**src/rtl/pipe_sched.sv**
```systemverilog
// pipe_sched: round-robin, credit-gated issue into a shared 3-stage pipeline with an in-order result FIFO.
// Optional PIPE_SCHED_PERF_EN adds saturating issue/stall counters.
module pipe_sched #(
    parameter int NREQ       = 4,
    parameter int LAT        = 3,
    parameter int FIFO_DEPTH = 4,
    localparam int TAG_W     = $clog2(NREQ)
) (
    input  logic                clk1,
    input  logic                rst_n,
    input  logic [NREQ-1:0]     req,
    input  logic [NREQ*5-1:0]   op_a,
    input  logic [NREQ*5-1:0]   op_b,
    input  logic [NREQ*5-1:0]   op_c,
    input  logic [NREQ*5-1:0]   op_d,
    output logic [NREQ-1:0]     gnt,
    output logic [4:0]          pipe_a,
    output logic [4:0]          pipe_b,
    output logic [4:0]          pipe_c,
    output logic [4:0]          pipe_d,
    input  logic [11:0]         f_in,
    output logic                rsp_valid,
    input  logic                rsp_ready,
    output logic [TAG_W-1:0]    rsp_tag,
    output logic [11:0]         rsp_data,
    output logic                busy
`ifdef PIPE_SCHED_PERF_EN
    ,
    output logic [15:0]         perf_issued,
    output logic [15:0]         perf_stall
`endif
);
    localparam int AW = $clog2(FIFO_DEPTH);
    localparam int CW = AW + 1;

    logic [TAG_W-1:0]    r_ptr;
    logic [LAT-1:0]      r_vld;
    logic [TAG_W-1:0]    r_tag [LAT];
    logic [TAG_W+11:0]   r_mem [FIFO_DEPTH];
    logic [AW-1:0]       r_wr;
    logic [AW-1:0]       r_rd;
    logic [CW-1:0]       r_cnt;
    logic                w_hit;
    logic [TAG_W-1:0]    w_sel;
    int                  w_inflight;
    logic                w_credit;
    logic                w_issue;
    logic                w_push;
    logic                w_pop;

    // scan downward so the smallest offset from r_ptr wins
    always_comb begin
        w_hit = 1'b0;
        w_sel = '0;
        for (int k = NREQ - 1; k >= 0; k--) begin
            if (req[(int'(r_ptr) + k) % NREQ]) begin
                w_hit = 1'b1;
                w_sel = TAG_W'((int'(r_ptr) + k) % NREQ);
            end
        end
    end

    always_comb begin
        w_inflight = 0;
        for (int k = 0; k < LAT; k++)
            w_inflight = w_inflight + int'(r_vld[k]);
    end

    assign w_credit  = (w_inflight + int'(r_cnt)) < FIFO_DEPTH;
    assign w_issue   = w_hit && w_credit;
    assign w_push    = r_vld[LAT-1];
    assign rsp_valid = r_cnt != '0;
    assign w_pop     = rsp_valid && rsp_ready;
    assign busy      = (|r_vld) || rsp_valid;
    assign rsp_tag   = rsp_valid ? r_mem[r_rd][TAG_W+11:12] : '0;
    assign rsp_data  = rsp_valid ? r_mem[r_rd][11:0] : '0;

    always_ff @(posedge clk1 or negedge rst_n) begin
        if (!rst_n) begin
            gnt    <= '0;
            r_ptr  <= '0;
            pipe_a <= '0;
            pipe_b <= '0;
            pipe_c <= '0;
            pipe_d <= '0;
            r_vld  <= '0;
            for (int k = 0; k < LAT; k++)
                r_tag[k] <= '0;
            r_wr   <= '0;
            r_rd   <= '0;
            r_cnt  <= '0;
        end else begin
            gnt <= w_issue ? NREQ'(1) << w_sel : '0;
            if (w_issue) begin
                r_ptr  <= TAG_W'((int'(w_sel) + 1) % NREQ);
                pipe_a <= op_a[5*int'(w_sel) +: 5];
                pipe_b <= op_b[5*int'(w_sel) +: 5];
                pipe_c <= op_c[5*int'(w_sel) +: 5];
                pipe_d <= op_d[5*int'(w_sel) +: 5];
            end
            r_vld[0] <= w_issue;
            r_tag[0] <= w_sel;
            for (int k = 1; k < LAT; k++) begin
                r_vld[k] <= r_vld[k-1];
                r_tag[k] <= r_tag[k-1];
            end
            if (w_push)
                r_wr <= r_wr + 1'b1;
            if (w_pop)
                r_rd <= r_rd + 1'b1;
            r_cnt <= r_cnt + CW'(w_push) - CW'(w_pop);
        end
    end

    // storage needs no reset: head outputs are masked while empty
    always_ff @(posedge clk1) begin
        if (rst_n && w_push)
            r_mem[r_wr] <= {r_tag[LAT-1], f_in};
    end

`ifdef PIPE_SCHED_PERF_EN
    always_ff @(posedge clk1 or negedge rst_n) begin
        if (!rst_n) begin
            perf_issued <= '0;
            perf_stall  <= '0;
        end else begin
            if (w_issue && perf_issued != 16'hFFFF)
                perf_issued <= perf_issued + 1'b1;
            if ((|req) && !w_credit && perf_stall != 16'hFFFF)
                perf_stall <= perf_stall + 1'b1;
        end
    end
`endif
endmodule

```
**config.mk**
```make
export PLATFORM = sky130hd
export DESIGN_NAME = pipe_sched
export DESIGN_NICKNAME = d
export VERILOG_FILES = /design/src/rtl/pipe_sched.sv
export SDC_FILE = /design/constraint.sdc
export NUM_CORES = 1
export LEC_CHECK = 0
export ABC_AREA = 1
export CORE_ASPECT_RATIO = 1.4
export CORE_MARGIN = 3
export CORE_UTILIZATION = 40
export DETAILED_ROUTE_END_ITERATION = 7
export GPL_ROUTABILITY_DRIVEN = 0
export PLACE_DENSITY = 0.71
export SYNTH_ARGS = -nofsm -noshare
export SYNTH_HDL_FRONTEND = slang
export SYNTH_SLANG_ARGS = --single-unit
```
**constraint.sdc**
```tcl
create_clock -name clk1 -period 3.3 [get_ports clk1]
set_input_delay 0.33 -clock clk1 [delete_from_list [all_inputs] [get_ports clk1]]
set_output_delay 0.33 -clock clk1 [all_outputs]
set_load 0.01 [all_outputs]
```
[Yosys cells after proc, flatten, opt, wreduce, memory -nomap -nowiden]
Memory sizes are Yosys's and may differ from the RTL's.
Index checks and enable logic that the tools add are counted.
Word-level totals
  logic and storage cells: 72
  RAM bits: 56
  memories: 1
  output and inout port bits: 40
  input bits: 99
  flip-flop bits (word level): 42
Operators by class
  add/subtract/negate cells: 11
  bitwise gates (word level): 3
  magnitude comparators: 5
  multiplexer cells: 24
  reductions and logical operators: 9
  shift operators: 5
  $mul: 1
Memory list
  r_mem: depth 4, width 14, rd ports 1, clocked after Yosys merged registers in 0, write ports 1, line 39  | logic [TAG_W+11:0] r_mem [FIFO_DEPTH];
Operator list (count)
  $shiftx 20x32->5: 3
  $shiftx 20x6->5: 1
  $mux 1: 13
  $lt 3x4->1 const B: 3
  $mux 12: 1
  $mux 2: 5
  $add 2x1->2 const B: 4
  $bmux 1 s2: 4
  $reduce_or 2->1: 3
  $mul 3x2->5 const A: 1
  $add 2x2->2 const B: 2
  $add 3x3->4: 1
  $lt 4x3->1 const B: 1
  $mux 4: 1
  $shl 1x2->4 const A: 1
  $add 2x1->3: 1
  $add 3x1->3: 1
  $and 1x1->1 const A: 3
  $logic_and 1x1->1: 3
  $lt 2x3->1 const B: 1
  $reduce_bool 3->1: 1
  $reduce_or 3->1: 1
  $sub 3x1->3: 1
  $add 1x1->2: 1
  $logic_or 1x1->1: 1

[Logic depth before layout (Yosys ltp)]
  depth after elaboration: 12
  depth in mapped cells: 15
  depth with buffers taken out: 14

[Least setup slack after synthesis]
OpenSTA, ideal clock, no wires.
  path kind: flip-flop to flip-flop
  from: register r_cnt[2]
  to: register r_cnt[2]
  library setup time: 123 ps
  buffers on the path: 0
  setup slack: 1044 ps
  required time: 3177 ps
  stages on the path, launching flop included: 11
  period minus slack after synthesis: 2256 ps
  data arrival time: 2134 ps
  cell sequence: dfrtp_1 -> nor3_1 -> inv_1 -> nand2_1 -> inv_1 -> ha_1 -> inv_1 -> ha_1 -> inv_1 -> fa_1 -> xnor2_1
On the way
  cells in the longest elaborated chain, start to end: 3
  elaborated cells on any way between the ends: 4
  those cells by class: 2 x add/sub; 2 x reduce/logical
RTL lines
  start: declaration: line 42  | logic [CW-1:0] r_cnt;
  start signal: assignment: line 111  | r_cnt <= r_cnt + CW'(w_push) - CW'(w_pop);
  $reduce_bool 3->1: line 72  | assign rsp_valid = r_cnt != '0;
  named net rsp_valid: line 22  | output logic rsp_valid,
  $logic_and 1x1->1: line 73  | assign w_pop = rsp_valid && rsp_ready;
  named net w_pop: line 49  | logic w_pop;
  $sub 3x1->3: line 111
The timed path passes the listed nets, and every way through them passes these cells.
A chain may end at the register's enable or synchronous reset.

[Worst setup path in the final report]
  from: register r_rd[0]
  to: output port rsp_data[4]
On the way
  cells in the longest elaborated chain, start to end: 2
RTL lines
  start: declaration: line 41  | logic [AW-1:0] r_rd;
  start signal: assignment: line 110  | r_rd <= r_rd + 1'b1;
  $mem_v2 4x14
  $mux 12: line 76  | assign rsp_data = rsp_valid ? r_mem[r_rd][11:0] : '0;
  end: declaration: line 25  | output logic [11:0] rsp_data,
No other way between the ends.

==> summary.txt <==
Most common cell after layout, fill and taps aside: nand2_1
Sequential-to-total area share from yosys stat: 0.536
Die Height: 140 um
Slew @ Worst Pin: 0.758 ns
Max_slew headroom: 0.494
DR iter-0 viols: 201
Clock sinks: 98
Max-slew violations: 0
Top sig layer: met4
Most frequent cells in the layout: nand2_1 (152), clkdlybuf4s50_1 (137), inv_1 (111)
Clk network pwr share: 0.141
Drt wl/cell: 14.2 um
Fmax: 386 MHz
Maximum VDD drop: 0.616 mV
Clock slew at reported path FFs: 0.06 ns
Yosys reg bits: 98
Die area: 14100 sq um
Mapped cell area: 5090 sq um
Post-DP HPWL: 9380 um
H-tree depth: 3
TritonCTS buffer count: 9
Setup violations, final: 0
Reg power frac: 0.280
Combinational Power Share: 0.579
Setup TNS: 0 ns
IO Count: 139
CP top delay family: buffers and inverters
Final ANT Viol Nets: 0
Cell Int Power: 3.69 mW
CP required: 2.97 ns
Syn Inst Count: 619
TritonCTS clock tree: done
Core area: 12400 sq um
Synth Area per Inst: 8.23 sq um
Sw Ratio: 0.446
Share of layout cells above drive strength 1: 0.0464
Critical setup path kind: flip-flop to output port
Leakage power total: 3.25 nW
Initial core utilization: 0.412
Root buf cell: clkbuf_16
PwrDens: 971 nW/um^2
WP buf/inv: 2
Mapped Nets: 732
Synth warn: 0
RSZ-0062 raised after global routing: no
I/O Buffers: 138
Post-CTS sizing: 0
Width of the die: 101 um
Met2 wire length: 6860 um
Status: finished clean
Crit end category: output port
Max-Cap Viols: 0
Detailed-router iteration count before antenna repair: 4
Row Count: 48
Final hold vios: 0
Crit Path Max Fanout: 29
First-pass GRT wire length: 20700 um
Grt total ovfl: 0
Period utilization: 0.785
CP max stage delay: 0.57 ns
Largest net degree at the start of global routing: 45
Arrival @ worst endpoint: 2.26 ns
Max clock buf depth: 2
Setup Fix Bufs, Post-CTS: 0
M1 WL: 4960 um
Via Count: 4373
DR WL met3: 776 um
Final Util: 0.555
Startpoint type of the worst setup path: flip-flop
Clock Latency Late Sink: 0.34 ns
Number of global-route vias before repair: 4424
Initial antenna violation count: 0
Vias per std cell: 4.83
Gr usage total: 0.186
Slowest-stage cell, CP: clkdlybuf4s50_1
Hold Path Class: input port to async pin
Final wirelength: 12900 um
Antenna diodes: 0
Clock Skews: 0.00836 ns
Hold_buf cts: 0
Crit-path cells: inv_1 -> o21ai_0 -> a21oi_1 -> clkdlybuf4s50_1
Net Switching: 2.97 mW
Hold WS: 0.0977 ns
Area Overhead vs Synth: 34.8%
Fin nets: 863
Min Tclk post-route: 2.59 ns
Drc violations: 0
Netlist cell types: 27
power by group through the flow:
stage               Clock [mW]  Combinational, mW  Sequential [mW]
CTS                      0.961               3.91             1.87
detailed placement           0               3.89             1.88
global placement             0               3.73             1.88
floorplan                    0               2.61             1.90
global route              1.01               4.37             1.90
finish                   0.940               3.86             1.87
flip-flops by register name, summed over array words and instances, names as in the netlist:
| register | cells |
|---|---|
| gnt | 4 |
| pipe_a | 5 |
| pipe_b | 5 |
| pipe_c | 5 |
| pipe_d | 5 |
| r_cnt | 3 |
| r_mem | 56 |
| r_ptr | 2 |
| r_rd | 2 |
| r_tag | 6 |
| r_vld | 3 |
| r_wr | 2 |
metal layers:
layer | up-vias | track usage
met2 | 158 | 0.338
met5 | - | 0
met3 | 20 | 0.0376
met4 | 0 | 0.0721
li1 | 2195 | -
met1 | 2000 | 0.209
cells by family (layout without fill, tap and decap cells):
kind of cell | Yosys count | in the layout | synth area share
AOI/OAI and AO/OA | 50 | 50 | 0.0508
DFF | 98 | 98 | 0.536
buffers and inverters | 143 | 279 | 0.114
adders and majority gates | 14 | 14 | 0.0373
xor gates and xnor gates | 4 | 4 | 0.00688
and+or+nand+nor | 310 | 310 | 0.254
final cells by class:
cell class	instances	area (sq um)
clock inverters	7	45.0
clock buffers	9	225
flip-flops and latches	98	2730
repair buffers	150	1470
inverters	113	424
multi-input cells	378	1780
well taps	150	188
fillers	1109	5510
synth_stat cells:
cell      count  area [sq um]
nand4_1       1          6.26
buf_6         4          45.0
buf_4         1          7.51
nand2_4       1          11.3
nor2_1       68           255
buf_1         1          3.75
a311o_1       1          10.0
dfrtp_1      42          1050
a21oi_2       1          8.76
nand2_2       3          18.8
nand2_1     152           571
inv_1       111           417
xnor2_1       2          17.5
a21oi_1      14          70.1
buf_2         9          45.0
ha_1         12           150
xor2_1        2          17.5
inv_2         2          7.51
nand3_2       1          10.0
nor3_1        1          5.00
edfxtp_1     56          1680
fa_1          2          40.0
o21ai_1       2          10.0
clkbuf_1     15          56.3
o21ai_0      32           160
nand3b_1      1          7.51
nand3_1      82           410
through the flow:
step                area, sq um  cells  setup slack (ns)  power [mW]
floorplan                  5090    619              1.04        4.51
global placement           6590    889             0.905        5.61
detailed placement         6590    889             0.800        5.77
CTS                        6860    905             0.678        6.74
global route               6860    905             0.474        7.27
finish                     6860    905             0.709        6.66
path summary, 6_finish.rpt:
check / start / to / slack, ns / depth (start not counted)
max in group asynchronous: rst_n / r_cnt[2] / 2.83 / 2
worst max-delay path: r_rd[0] / rsp_data[4] / 0.71 / 4
worst min register to register: r_tag[5] / r_tag[3] / 0.35 / 0
min in group clk1: r_tag[5] / r_tag[3] / 0.35 / 0
worst min-delay path: rst_n / r_wr[0] / 0.1 / 2
worst max register to register: r_ptr[0] / r_ptr[1] / 0.97 / 12
(Power assumes the default switching activity.)
